### src/rtl/bsearch_req_arbiter_if.sv
// Requester and engine-request bundle for bsearch_req_arbiter.
// slave  : arbiter view (takes requests, drives the engine request side)
// master : requesters plus engine response side
interface bsearch_req_arbiter_if #(
  parameter int NUM_REQ    = 4,
  parameter int DATA_WIDTH = 32,
  parameter int IDX_W      = 10
);
  logic [NUM_REQ-1:0]            req_valid;
  logic [NUM_REQ*DATA_WIDTH-1:0] req_key;
  logic [NUM_REQ-1:0]            req_ready;
  logic [NUM_REQ-1:0]            rsp_valid;
  logic [IDX_W-1:0]              rsp_index;
  logic                          rsp_no_match;
  logic                          rsp_timeout;
  logic [DATA_WIDTH-1:0]         eng_key;
  logic                          eng_key_valid;
  logic [IDX_W-1:0]              eng_index;
  logic                          eng_rsp_valid;
  logic                          eng_no_match;

  modport slave (
    input  req_valid, req_key, eng_index, eng_rsp_valid, eng_no_match,
    output req_ready, rsp_valid, rsp_index, rsp_no_match, rsp_timeout,
           eng_key, eng_key_valid
  );

  modport master (
    output req_valid, req_key, eng_index, eng_rsp_valid, eng_no_match,
    input  req_ready, rsp_valid, rsp_index, rsp_no_match, rsp_timeout,
           eng_key, eng_key_valid
  );
endinterface

### src/rtl/bsearch_req_arbiter.sv
// Round-robin front end sharing one binary_search engine between NUM_REQ
// requesters. One search in flight: IDLE -> ISSUE -> WAIT -> RESP -> IDLE.
module bsearch_req_arbiter #(
  parameter int NUM_REQ     = 4,
  parameter int DATA_WIDTH  = 32,
  parameter int DEPTH       = 1024,
  parameter int TIMEOUT_CYC = $clog2(DEPTH) + 4
) (
  input  logic                   Clk,
  input  logic                   Rst_n,
  input  logic                   table_ready,
  bsearch_req_arbiter_if.slave   bus,
  output logic                   busy,
  output logic                   stray_rsp
);

  localparam int          IDX_W = $clog2(DEPTH);
  localparam int          GW    = (NUM_REQ > 1) ? $clog2(NUM_REQ) : 1;
  localparam int          CW    = $clog2(TIMEOUT_CYC + 1);
  localparam int unsigned NR    = NUM_REQ;

  typedef enum logic [1:0] {IDLE, ISSUE, WAIT, RESP} state_t;

  state_t                                 state, state_nxt;
  logic   [GW-1:0]                        last_grant;
  logic   [GW-1:0]                        grant_idx;
  logic   [NUM_REQ-1:0]                   grant_oh;
  logic   [GW-1:0]                        sel_idx;
  logic   [GW-1:0]                        cand;
  logic                                   sel_found;
  logic   [NUM_REQ-1:0]                   sel_oh;
  logic                                   grant_now;
  logic   [NUM_REQ-1:0][DATA_WIDTH-1:0]   key_arr;
  logic   [DATA_WIDTH-1:0]                key_q;
  logic   [CW-1:0]                        wait_cnt;
  logic                                   eng_resp;
  logic                                   timed_out;
  logic                                   wait_done;
  logic   [IDX_W-1:0]                     res_index;
  logic                                   res_no_match;
  logic                                   res_timeout;

  assign key_arr   = bus.req_key;
  assign eng_resp  = bus.eng_rsp_valid | bus.eng_no_match;
  assign timed_out = (wait_cnt == CW'(TIMEOUT_CYC - 1));
  assign wait_done = eng_resp | timed_out;
  assign grant_now = (state == IDLE) && table_ready && sel_found;

  // Round-robin pick: first valid requester after last_grant, with wrap
  always_comb begin
    sel_found = 1'b0;
    sel_idx   = '0;
    cand      = '0;
    for (int unsigned k = 1; k <= NR; k++) begin
      cand = GW'((32'(last_grant) + k) % NR);
      if (!sel_found && bus.req_valid[cand]) begin
        sel_found = 1'b1;
        sel_idx   = cand;
      end
    end
    sel_oh = sel_found ? (NUM_REQ'(1) << sel_idx) : '0;
  end

  // State register
  always_ff @(posedge Clk or negedge Rst_n) begin
    if (!Rst_n) state <= IDLE;
    else        state <= state_nxt;
  end

  // Next-state decode
  always_comb begin
    state_nxt = state;
    unique case (state)
      IDLE:    if (grant_now) state_nxt = ISSUE;
      ISSUE:   state_nxt = WAIT;
      WAIT:    if (wait_done) state_nxt = RESP;
      RESP:    state_nxt = IDLE;
      default: state_nxt = IDLE;
    endcase
  end

  // Grant, key, wait counter and result capture
  always_ff @(posedge Clk or negedge Rst_n) begin
    if (!Rst_n) begin
      last_grant   <= GW'(NUM_REQ - 1);
      grant_idx    <= '0;
      grant_oh     <= '0;
      key_q        <= '0;
      wait_cnt     <= '0;
      res_index    <= '0;
      res_no_match <= 1'b0;
      res_timeout  <= 1'b0;
    end else begin
      if (grant_now) begin
        grant_idx <= sel_idx;
        grant_oh  <= sel_oh;
        key_q     <= key_arr[sel_idx];
      end
      case (state)
        ISSUE: wait_cnt <= '0;
        WAIT: begin
          wait_cnt <= wait_cnt + 1'b1;
          // Result registers only move on WAIT exit, so rsp_* hold between RESPs
          if (bus.eng_no_match) begin
            res_index    <= '0;
            res_no_match <= 1'b1;
            res_timeout  <= 1'b0;
          end else if (bus.eng_rsp_valid) begin
            res_index    <= bus.eng_index;
            res_no_match <= 1'b0;
            res_timeout  <= 1'b0;
          end else if (timed_out) begin
            res_index    <= '0;
            res_no_match <= 1'b0;
            res_timeout  <= 1'b1;
          end
        end
        RESP:    last_grant <= grant_idx;
        default: ;
      endcase
    end
  end

  // Outputs; combinational pulses are held low while reset is asserted
  always_comb begin
    bus.req_ready     = (grant_now && Rst_n) ? sel_oh : '0;
    bus.eng_key_valid = (state == ISSUE);
    bus.eng_key       = key_q;
    bus.rsp_valid     = (state == RESP) ? grant_oh : '0;
    bus.rsp_index     = res_index;
    bus.rsp_no_match  = res_no_match;
    bus.rsp_timeout   = res_timeout;
    busy              = (state != IDLE);
    stray_rsp         = Rst_n && eng_resp && (state != WAIT);
  end

endmodule

### src/flat_wrapper.sv
// flat-port wrapper written by rule: the top's interface ports become plain ports
module bsearch_req_arbiter_flat 
#(
  parameter int NUM_REQ     = 4,
  parameter int DATA_WIDTH  = 32,
  parameter int DEPTH       = 1024,
  parameter int TIMEOUT_CYC = $clog2(DEPTH) + 4
)
  (Clk, Rst_n, table_ready, busy, stray_rsp, bus_req_valid, bus_req_key, bus_eng_index, bus_eng_rsp_valid, bus_eng_no_match, bus_req_ready, bus_rsp_valid, bus_rsp_index, bus_rsp_no_match, bus_rsp_timeout, bus_eng_key, bus_eng_key_valid);
  bsearch_req_arbiter_if #(.NUM_REQ(NUM_REQ), .DATA_WIDTH(DATA_WIDTH), .IDX_W((10))) bus_i ();
  input  logic Clk;
  input  logic Rst_n;
  input  logic table_ready;
  output logic busy;
  output logic stray_rsp;
  input wire logic [$bits(bus_i.req_valid)-1:0] bus_req_valid;
  input wire logic [$bits(bus_i.req_key)-1:0] bus_req_key;
  input wire logic [$bits(bus_i.eng_index)-1:0] bus_eng_index;
  input wire logic [$bits(bus_i.eng_rsp_valid)-1:0] bus_eng_rsp_valid;
  input wire logic [$bits(bus_i.eng_no_match)-1:0] bus_eng_no_match;
  output wire logic [$bits(bus_i.req_ready)-1:0] bus_req_ready;
  output wire logic [$bits(bus_i.rsp_valid)-1:0] bus_rsp_valid;
  output wire logic [$bits(bus_i.rsp_index)-1:0] bus_rsp_index;
  output wire logic [$bits(bus_i.rsp_no_match)-1:0] bus_rsp_no_match;
  output wire logic [$bits(bus_i.rsp_timeout)-1:0] bus_rsp_timeout;
  output wire logic [$bits(bus_i.eng_key)-1:0] bus_eng_key;
  output wire logic [$bits(bus_i.eng_key_valid)-1:0] bus_eng_key_valid;
  assign bus_i.req_valid = bus_req_valid;
  assign bus_i.req_key = bus_req_key;
  assign bus_i.eng_index = bus_eng_index;
  assign bus_i.eng_rsp_valid = bus_eng_rsp_valid;
  assign bus_i.eng_no_match = bus_eng_no_match;
  assign bus_req_ready = bus_i.req_ready;
  assign bus_rsp_valid = bus_i.rsp_valid;
  assign bus_rsp_index = bus_i.rsp_index;
  assign bus_rsp_no_match = bus_i.rsp_no_match;
  assign bus_rsp_timeout = bus_i.rsp_timeout;
  assign bus_eng_key = bus_i.eng_key;
  assign bus_eng_key_valid = bus_i.eng_key_valid;
  bsearch_req_arbiter #(.NUM_REQ(NUM_REQ), .DATA_WIDTH(DATA_WIDTH), .DEPTH(DEPTH), .TIMEOUT_CYC(TIMEOUT_CYC)) u_core (.Clk(Clk), .Rst_n(Rst_n), .table_ready(table_ready), .bus(bus_i), .busy(busy), .stray_rsp(stray_rsp));
endmodule
### config.mk
export PLATFORM = sky130hd
export DESIGN_NAME = bsearch_req_arbiter_flat
export DESIGN_NICKNAME = d
export VERILOG_FILES = /design/src/rtl/bsearch_req_arbiter_if.sv /design/src/rtl/bsearch_req_arbiter.sv /design/src/flat_wrapper.sv
export SDC_FILE = /design/constraint.sdc
export NUM_CORES = 1
export LEC_CHECK = 0
export CAP_MARGIN = 0
export CORE_MARGIN = 1.5
export CORE_UTILIZATION = 40
export DETAILED_ROUTE_END_ITERATION = 16
export PLACE_DENSITY = 0.81
export SYNTH_ARGS = -nofsm -noshare
export SYNTH_HDL_FRONTEND = slang
export SYNTH_SLANG_ARGS = --single-unit
### constraint.sdc
create_clock -name Clk -period 2.7 [get_ports Clk]
set_input_delay 0.27 -clock Clk [delete_from_list [all_inputs] [get_ports Clk]]
set_output_delay 0.27 -clock Clk [all_outputs]
set_load 0.05 [all_outputs]
==> metrics.yaml, run 1 <==
cpPeakStageDelay_ns: 0.62
cpMostUsedCell: "buf_12"
netlist_area_sq_um: 3870
synth.avg_cell_area_sq_um: 10.5
r2r-start: "u_core.state[0]"
grt_start_max_net_pins: 59
clkPwrFrac_pct: 11.4
placed_area_sq_um: 5970
synth_top_area_share_pct: 36.2
track_usage_pct: 23.5
power_switching_uw: 2940
yosysSeqAreaShare_pct: 37.6
status: "completed"
drv_slew: 0
synthArstFlopShare_pct: 100
synth_nets: 524
timing.final.ws_setup_ns: 0.253
cts.repair.resized: 0
relSlewSlack_pct: 39.6
final_cell_area_sq_um: 6150
r2r-end: "u_core.bus.eng_key[31]"
max-cap-violations: 0
syn_to_final_growth_pct: 58.9
synth.distinct_cells: 40
drive_gt1_share_pct: 14.3
hpwl_um: 9280
worst_ep_arrival_time_ns: 2.18
cp-start-kind: "register"
crit_fanout: 20
comb_power_share_pct: 64.0
p_int_uw: 3290
min_period_ns: 2.45
wirelength_um: 12500
core-area_sq_um: 9330
vias: 3728
dieHeight_um: 101
die-area_sq_um: 10300
gp_congestion: 0.840
postCtsSetupBuffers: 0
ys_top_cells_by_count: "69 x nand3_1, 56 x dfrtp_1, 37 x nand2_1"
end_kind: "primary output"
cp_slowest_cell: "dfstp_2"
setup_violations: 0
finalCritPeriodShare_pct: 90.6
p_per_area_nw_per_um2: 1010
hold_viol: 0
path_clk_slew_ns: 0.07
cts_tree: "built"
grt_pass1_wl_um: 18600
ant_nets: 0
htreeDepth: 3
synth_area_leaders: "dfrtp_1 36%, mux2_4 12%, nand3_1 8.9%"
fin_setup_tns_ns: 0
dp_slack_ns: 0.178
drt-wirelength-per-cell_um: 18.0
max-vdd-ir-drop_mv: 0.473
swShare_pct: 47.2
overflow: 0
num-nets-final: 714
rows: 35
synth_warnings: 0
firstDrtPassIters: 4
drcViolationCount: 0
syn_inst: 370
reg2reg_slack_ns: 0.34
leakage_uw: 0.00256
hold_class: "input pin to asynchronous set/reset pin"
n_antenna_cell: 0
pin_count: 202
path_cells: "nand2b_1 -> a21oi_1 -> o221a_4 -> buf_12 -> nor4_2 -> buf_12"
cts_root_buffer: "clkbuf_8"
seq_power_share_pct: 24.6
antenna_found_initial: 0
crit_type: "register to primary output"
grt_pass1_vias: 3758
clock-sinks: 58
synth_seq_cells: 58
fmax_mhz: 409
cts_buffer_depth: 2
ctsHoldBuffers: 0
insertion_delay_ns: 0.34
ys.flop_type: "dfrtp_1"
vias_per_cell: 5.37
synth_edf_count: 0
critPathRequiredTime_ns: 2.43
skew_ns: 0.0114
cts_buffers: 9
synth_top_area_cell: "dfrtp_1"
worst_pin_slew_ns: 0.904
floorplan.initialDensity_pct: 41.5
rsz0062_at_grt: "no"
yosysMostFrequentCell: "nand3_1"
die_x_um: 101
portBuffers: 201
reg2reg_depth: 8
drt_iter0_drc: 117
==> registers in the layout (all words and copies together) (netlist names), 2 cells and up <==
| name | cells |
|---|---|
| u_core.bus.rsp_index | 10 |
| u_core.last_grant | 2 |
| u_core.state | 2 |
| u_core.bus.eng_key | 32 |
| u_core.wait_cnt | 4 |
| u_core.grant_oh | 4 |
| u_core.grant_idx | 2 |
==> worst max-delay path by stage <==
stage,from,to
after floorplan,u_core.last_grant[1],bus_req_ready[1]
after global placement,bus_req_valid[3],u_core.bus.eng_key[18]
after detailed placement,bus_req_valid[1],u_core.bus.eng_key[28]
final,u_core.last_grant[1],bus_req_ready[1]
after CTS,u_core.last_grant[1],bus_req_ready[1]
after global routing,u_core.state[0],u_core.bus.eng_key[31]
==> per-layer routing <==
| layer | up-vias | GRT usage [%] | share of wire, % | routed length, um |
|---|---|---|---|---|
| met1 | 1842 | 27.4 | 40 | 5020 |
| met4 | 0 | 9.40 | 2.6 | 323 |
| met2 | 116 | 42.3 | 52 | 6550 |
| met5 | - | 0 | 0 | 0 |
| li1 | 1746 | - | - | - |
| met3 | 24 | 4.69 | 4.8 | 604 |
==> power groups by stage <==
stage               Clock, uW  Sequential (uW)  Combinational [uW]
floorplan                   0             2530                1790
CTS                       731             1530                4010
finish                    712             1530                3990
global placement            0             1510                3920
global route              775             1580                4190
detailed placement          0             1540                4000
==> logic make-up after synthesis <==
logic type / synth area share, %
buf+inv: 8.63
mux: 22.2
fa+ha+maj: 2.26
simple gates: 16.2
flops: 37.6
compound gates: 13.2
==> area by class of cell <==
type,instances,area [sq um]
sequential,58,1450
timing repair buffer,215,2210
clock buffer,13,159
fill,742,3180
clock inverter,3,15.0
multi-input combinational,267,2110
inverter,9,33.8
tap,129,161
==> through the flow <==
step           cells  hold slack, ns  total power [uW]  utilization (%)
2_1_floorplan    370         -0.0256              4320                -
3_3_place_gp     678           0.453              5430             64.1
3_5_place_dp     678           0.459              5540             64.1
4_1_cts          694           0.154              6270             65.9
5_1_grt          694           0.203              6540             65.9
6_report         694           0.146              6240             65.9
==> critical path, delay by kind of cell (launching register included) <==
| kind | cells | cell delay (ns) |
|---|---|---|
| AOI/OAI and AO/OA | 2 | 0.41 |
| buffers and inverters | 2 | 0.36 |
| DFF | 1 | 0.62 |
| and+or+nand+nor | 2 | 0.46 |
==> cells in the final DEF (no fill, tap or decap), drive strengths merged, types with 2 or more instances in the layout <==
cell type | Yosys | routed
a21o | 2 | 2
a21oi | 2 | 2
a221o | 32 | 32
a31oi | 2 | 2
and2 | 4 | 4
buf | 23 | 20
clkbuf | 11 | 13
clkdlybuf4s50 | 0 | 195
clkinv | 0 | 3
dfrtp | 56 | 56
dfstp | 2 | 2
ha | 7 | 7
inv | 9 | 9
mux2 | 36 | 36
mux2i | 34 | 34
nand2 | 37 | 37
nand2b | 2 | 2
nand3 | 69 | 69
nand3b | 2 | 2
nor2 | 4 | 4
nor2b | 3 | 3
nor3 | 2 | 2
nor4 | 2 | 2
o21ai | 18 | 18
o31ai | 2 | 2
Note: power is estimated with default switching activity, not from simulation.
==> run 2: changes to the inputs <==
--- a/config.mk
+++ b/config.mk
@@ -7,9 +7,11 @@
 export LEC_CHECK = 0
 export CAP_MARGIN = 0
 export CORE_MARGIN = 1.5
-export CORE_UTILIZATION = 40
+export CORE_UTILIZATION = 61
 export DETAILED_ROUTE_END_ITERATION = 16
-export PLACE_DENSITY = 0.81
+export DONT_BUFFER_PORTS = 1
+export HOLD_SLACK_MARGIN = 0.15
+export PLACE_DENSITY = 0.77
 export SYNTH_ARGS = -nofsm -noshare
 export SYNTH_HDL_FRONTEND = slang
 export SYNTH_SLANG_ARGS = --single-unit
==> run 2 against run 1 <==
Compared with the run above:
- fmax decreased by 2.8%
- worst setup slack got worse by 0.071 ns
- highest routed layer is now met5
- global-route usage up 2.8 points
- largest power group is now registers
- cell count fell by 34%
- non-clock buffer count is 185 lower
- power shrank 11%
- critical endpoint is now bus_req_ready[2]
- largest cell class is now multi-input combinational cells
- via count decreased by 19%
==> metrics.yaml, run 2 (synthesis results as in run 1) <==
crit_buf_inv: 1  # -1
cpPeakStageDelay_ns: 0.62  # about the same
pin_count: 202  # unchanged
crit_family: "simple AND/OR/NAND/NOR gates"
n_antenna_cell: 0  # unchanged
r2r-end: "u_core.bus.eng_key[14]"
hold_start: "bus_req_key[89]"
dp_slack_ns: 0.361  # +0.183 ns
vias_per_cell: 6.64  # +24%
track_usage_pct: 26.3  # +2.8 points
max-cap-violations: 0  # unchanged
overflow: 0  # unchanged
rsz0062_at_grt: "no"
cp_slowest_cell: "dfstp_2"
final_cell_area_sq_um: 4280  # -30%
p_per_area_nw_per_um2: 1300  # +28%
timing.final.ws_setup_ns: 0.182  # -0.0713 ns
drt_iter0_drc: 149  # +27%
cp.depth: 5  # -1
drv_slew: 0  # unchanged
relSlewSlack_pct: 54.1  # +14 points
dieHeight_um: 82.7  # -18%
drive_gt1_share_pct: 21.3  # +7.0 points
register_area_sq_um: 1450  # unchanged
ant_nets: 0  # unchanged
whs_path_depth: 2
placedCellCount: 426  # -37%
wirelength_um: 9560  # -24%
finalCoreUtilization_pct: 71.0  # +5.1 points
reg2reg_slack_ns: 0.35  # about the same
cts_buffers: 9  # unchanged
finalCritPeriodShare_pct: 93.3  # +2.6 points
status: "completed"
worst_pin_slew_ns: 0.688  # -0.216 ns
crit_fanout: 28  # +40%
path_clk_slew_ns: 0.07  # about the same
hpwl_um: 6610  # -29%
layout_commonest_cell: "nand3_1"
min_period_ns: 2.52  # +0.0713 ns
path_cells: "nand3b_1 -> a31o_4 -> nor2_4 -> and3_1 -> buf_12"
syn_to_final_growth_pct: 10.6
grt_pass1_wl_um: 13400  # -28%
end_kind: "primary output"
die_x_um: 82.7  # -18%
r2r-start: "u_core.last_grant[1]"
layout_common_cells: "68 x nand3_1, 56 x dfrtp_1, 37 x nand2_1"
instances_no_fill: 455  # -34%
floorplan.initialDensity_pct: 64.2  # +23 points
core-area_sq_um: 6030  # -35%
vias: 3019  # -19%
portBuffers: 0  # -100%
reg2reg_depth: 5  # -3
die-area_sq_um: 6830  # -34%
antenna_found_initial: 1  # +1
setup_violations: 0  # unchanged
clock-sinks: 58  # unchanged
multi_input_area_sq_um: 2120  # +0.41%
cts_buffer_depth: 2  # unchanged
skew_ns: 0.0118  # +0.000384 ns
hold_path_end: "u_core.bus.eng_key[25]"
hold_class: "input pin to register"
drt-wirelength-per-cell_um: 21.0  # +17%
cts_tree: "built"
hold_viol: 0  # unchanged
grt_pass1_vias: 2727  # -27%
num-nets-final: 529  # -26%
firstDrtPassIters: 4  # unchanged
largest_reg_flops: 32  # unchanged
grt_start_max_net_pins: 65  # +10%
cts_root_buffer: "clkbuf_8"
gp_congestion: 0.769  # -8.5%
fmax_mhz: 397  # -2.8%
rows: 28  # -20%
insertion_delay_ns: 0.32  # -0.02 ns
max-vdd-ir-drop_mv: 0.731  # +54%
cp-start-kind: "register"
critPathRequiredTime_ns: 2.43  # about the same
drcViolationCount: 0  # unchanged
placed_area_sq_um: 3880  # -35%
worst_ep_arrival_time_ns: 2.25  # +0.07 ns
crit_type: "register to primary output"
leakage_uw: 0.00188  # -27%
htreeDepth: 3  # unchanged
fill_cells: 458  # -38%
==> run 2: final cells by class <==
cell class | count | share of cell area (%)
Timing Repair Buffer | 30 | 7.89
Clock buffer | 12 | 3.86
Multi-Input combinational cell | 267 | 49.6
Inverter | 9 | 0.789
Tap cell | 75 | 2.19
Sequential cell | 58 | 34.0
Clock inverter | 4 | 1.70
==> run 2: repair_timing <==
item | in CTS | in global routing
setup endpoints to repair | 0 | 2
hold endpoints to repair | 69 | 0
hold buffers | 13 | 0
buffers inserted | 0 | 0
resized for setup | 0 | 1
==> run 2: power by group <==
| group | internal (uW) | total, uW | switching, uW |
|---|---|---|---|
| logic | 942 | 1990 | 1050 |
| clock network | 594 | 943 | 349 |
| registers | 1250 | 2640 | 1400 |
==> run 2: worst max-delay path by stage <==
stage                         startpoint                     end  slack (ns)
floorplan           u_core.last_grant[1]        bus_req_ready[1]        -0.1
global placement    u_core.last_grant[1]  u_core.bus.eng_key[16]        0.42
detailed placement  u_core.last_grant[1]  u_core.bus.eng_key[14]        0.36
CTS                 u_core.last_grant[1]        bus_req_ready[2]        0.05
global route        u_core.last_grant[1]        bus_req_ready[2]        0.05
finish              u_core.last_grant[1]        bus_req_ready[2]        0.18
==> run 2: routing by layer <==
| metal | track usage (%) | part of all wire, % | up-vias |
|---|---|---|---|
| met5 | 0 | 0.20 | - |
| met4 | 11.3 | 2.1 | 2 |
| met3 | 7.25 | 8.5 | 23 |
| met2 | 44.4 | 52 | 161 |
| met1 | 31.3 | 37 | 1454 |
| li1 | - | - | 1379 |
==> run 2: metrics by stage <==
stage / hold WS, ns / TNS [ns] / power, uW
global placement: -0.0240 / 0 / 4530
global route: 0.202 / 0 / 5850
CTS: 0.200 / 0 / 5580
finish: 0.208 / 0 / 5570
floorplan: -0.0256 / -0.0977 / 4320
detailed placement: -0.0243 / 0 / 4600
==> run 3: changes to the inputs <==
--- a/config.mk
+++ b/config.mk
@@ -7,11 +7,10 @@
 export LEC_CHECK = 0
 export CAP_MARGIN = 0
 export CORE_MARGIN = 1.5
-export CORE_UTILIZATION = 61
+export CORE_UTILIZATION = 55
 export DETAILED_ROUTE_END_ITERATION = 16
 export DONT_BUFFER_PORTS = 1
-export HOLD_SLACK_MARGIN = 0.15
-export PLACE_DENSITY = 0.77
+export PLACE_DENSITY = 0.7
 export SYNTH_ARGS = -nofsm -noshare
 export SYNTH_HDL_FRONTEND = slang
 export SYNTH_SLANG_ARGS = --single-unit
==> run 3 against run 2 <==
Compared with the run above:
- flip-flop and latch count stayed put
- routed wire length down 3.4%
- combinational power decreased by 3%
- via count fell by 5.5%
- cell count rose by 1.5%
- largest power group unchanged
- cell area shrank 4.1%
- worst hold slack lost 0.14 ns
- die area increased by 10%
- power down 5.3%
- utilization fell by 11 points
- global-route usage decreased by 2.8 points
==> metrics.yaml, run 3 (synthesis results as in run 1) <==
path_clk_slew_ns: 0.08  # about the same
pin_count: 202  # unchanged
rsz0062_at_grt: "no"
firstDrtPassIters: 4  # unchanged
status: "completed"
whs_ns: 0.0636  # -0.145 ns
hold_class: "input pin to register"
cts_root_buffer: "clkbuf_8"
grt_pass1_vias: 2773  # +1.7%
worst_ep_arrival_time_ns: 2.21  # -0.04 ns
hold_viol: 0  # unchanged
fmax_mhz: 403  # +1.4%
largest_reg_flops: 32  # unchanged
ant_nets: 0  # unchanged
worst_pin_slew_ns: 0.606  # -0.0812 ns
placedCellCount: 444  # +4.2%
portBuffers: 0  # unchanged
p_per_area_nw_per_um2: 1290  # -1.3%
rows: 30  # +7.1%
grt_start_max_net_pins: 59  # -9.2%
swShare_pct: 52.9  # +2.8 points
clkPwrFrac_pct: 13.6  # -3.3 points
n_antenna_cell: 0  # unchanged
floorplan.initialDensity_pct: 57.0  # -7.3 points
end_kind: "primary output"
placed_area_sq_um: 3890  # about the same
antenna_found_initial: 0  # -1
htreeDepth: 3  # unchanged
vias: 2854  # -5.5%
crit_type: "register to primary output"
max-vdd-ir-drop_mv: 0.468  # -36%
drt_iter0_drc: 169  # +13%
hpwl_um: 6620  # about the same
cp_slowest_cell: "dfstp_2"
layout_common_cells: "68 x nand3_1, 56 x dfrtp_1, 37 x nand2_1"
grt_pass1_wl_um: 13700  # +2.0%
crit_fanout: 25  # -11%
wirelength_um: 9230  # -3.4%
cp-start-kind: "register"
cts_tree: "built"
overflow: 0  # unchanged
finalCritPeriodShare_pct: 92.0  # -1.3 points
cpMostUsedCell: "buf_4"
final_cell_area_sq_um: 4110  # -4.1%
instances_no_fill: 462  # +1.5%
power_switching_uw: 2790  # about the same
gp_congestion: 0.735  # -4.4%
cpPeakStageDelay_ns: 0.61  # about the same
skew_ns: 0.0114  # -0.000350 ns
track_usage_pct: 23.5  # -2.8 points
core-area_sq_um: 6790  # +13%
drcViolationCount: 0  # unchanged
min_period_ns: 2.48  # -0.0349 ns
cts_buffers: 9  # unchanged
drv_slew: 0  # unchanged
max-cap-violations: 0  # unchanged
comb_power_share_pct: 36.6  # +1.0 points
die-area_sq_um: 7550  # +10%
vias_per_cell: 6.18  # -6.9%
seq_power_share_pct: 49.8  # +2.4 points
drt-wirelength-per-cell_um: 20.0  # -4.8%
cts_buffer_depth: 2  # unchanged
path_cells: "nand2b_1 -> a31o_2 -> buf_4 -> inv_1 -> nor4_2 -> buf_4"
die_x_um: 86.9  # +5.1%
fin_setup_tns_ns: 0  # unchanged
syn_to_final_growth_pct: 6.08
num-nets-final: 515  # -2.6%
critPathRequiredTime_ns: 2.43  # about the same
leakage_uw: 0.00178  # -5.1%
insertion_delay_ns: 0.33  # about the same
dieHeight_um: 86.9  # +5.1%
setup_violations: 0  # unchanged
relSlewSlack_pct: 59.5  # +5.4 points
layout_commonest_cell: "nand3_1"
clock-sinks: 58  # unchanged
drive_gt1_share_pct: 21.3  # about the same
p_int_uw: 2490  # -11%
[run 3: changes by cell type in the layout (fill, tap and decap cells not counted), sizes merged, moves of 2 or more]
cell         delta
bufinv          -2
dlygate4sd3    -11
buf             -3
clkinv          +3
clkbuf          -3
[run 3: power by group through the flow]
stage	Sequential, uW	Combinational [uW]	Clock [uW]
after floorplan	2530	1790	0
after global placement	2640	1870	0
after detailed placement	2650	1930	0
after CTS	2630	1950	736
after global routing	2680	2110	776
final	2630	1930	717
[run 3: worst paths after layout]
path                                 startpoint                       to  slack [ns]  cells after the start
max                        u_core.last_grant[1]         bus_req_ready[1]        0.22                      6
max reg2reg                u_core.last_grant[1]   u_core.bus.eng_key[19]        0.47                      5
min                            bus_eng_index[6]  u_core.bus.rsp_index[6]        0.06                      2
min reg2reg                  u_core.grant_oh[1]       u_core.grant_oh[1]        0.47                      2
max in group asynchronous                 Rst_n     u_core.last_grant[1]        1.92                      2
min in group asynchronous                 Rst_n  u_core.bus.rsp_index[3]        0.46                      2
[run 3: layer usage]
layer,wire [um],vias to the layer above,track usage (%)
met2,4680,130,40.9
met1,3700,1363,28.5
met4,111,0,7.62
li1,-,1351,-
met5,0,-,0
met3,746,10,5.69
[run 3: final cells by class]
cell class	instances	area, sq um
Fill cell	578	2690
Multi-Input combinational cell	267	2110
Sequential cell	58	1450
Timing Repair Buffer	16	205
Clock buffer	9	124
Tap cell	96	120
Clock inverter	7	55.1
Inverter	9	33.8
[run 3: metrics by stage]
step / setup slack, ns / power, uW / util (%)
2_1_floorplan: -0.0977 / 4320 / -
3_3_place_gp: 0.567 / 4510 / 57.2
3_5_place_dp: 0.484 / 4580 / 57.2
4_1_cts: 0.187 / 5320 / 60.4
5_1_grt: 0.0416 / 5560 / 60.4
6_report: 0.217 / 5280 / 60.4
[run 3: critical path: cells and delay by family, from the launching register on]
family,cells,cell delay (ns)
AOI/OAI and AO/OA,1,0.23
buffers and inverters,3,0.65
DFF,1,0.61
and+or+nand+nor,2,0.40
[run 3: what timing repair did]
item                                    in CTS  in global routing
endpoints found under the setup margin       0                  0
endpoints found under the hold margin       58                  0
setup buffers                                0                  0
gates resized for setup                      0                  0
hold buffers                                 2                  0
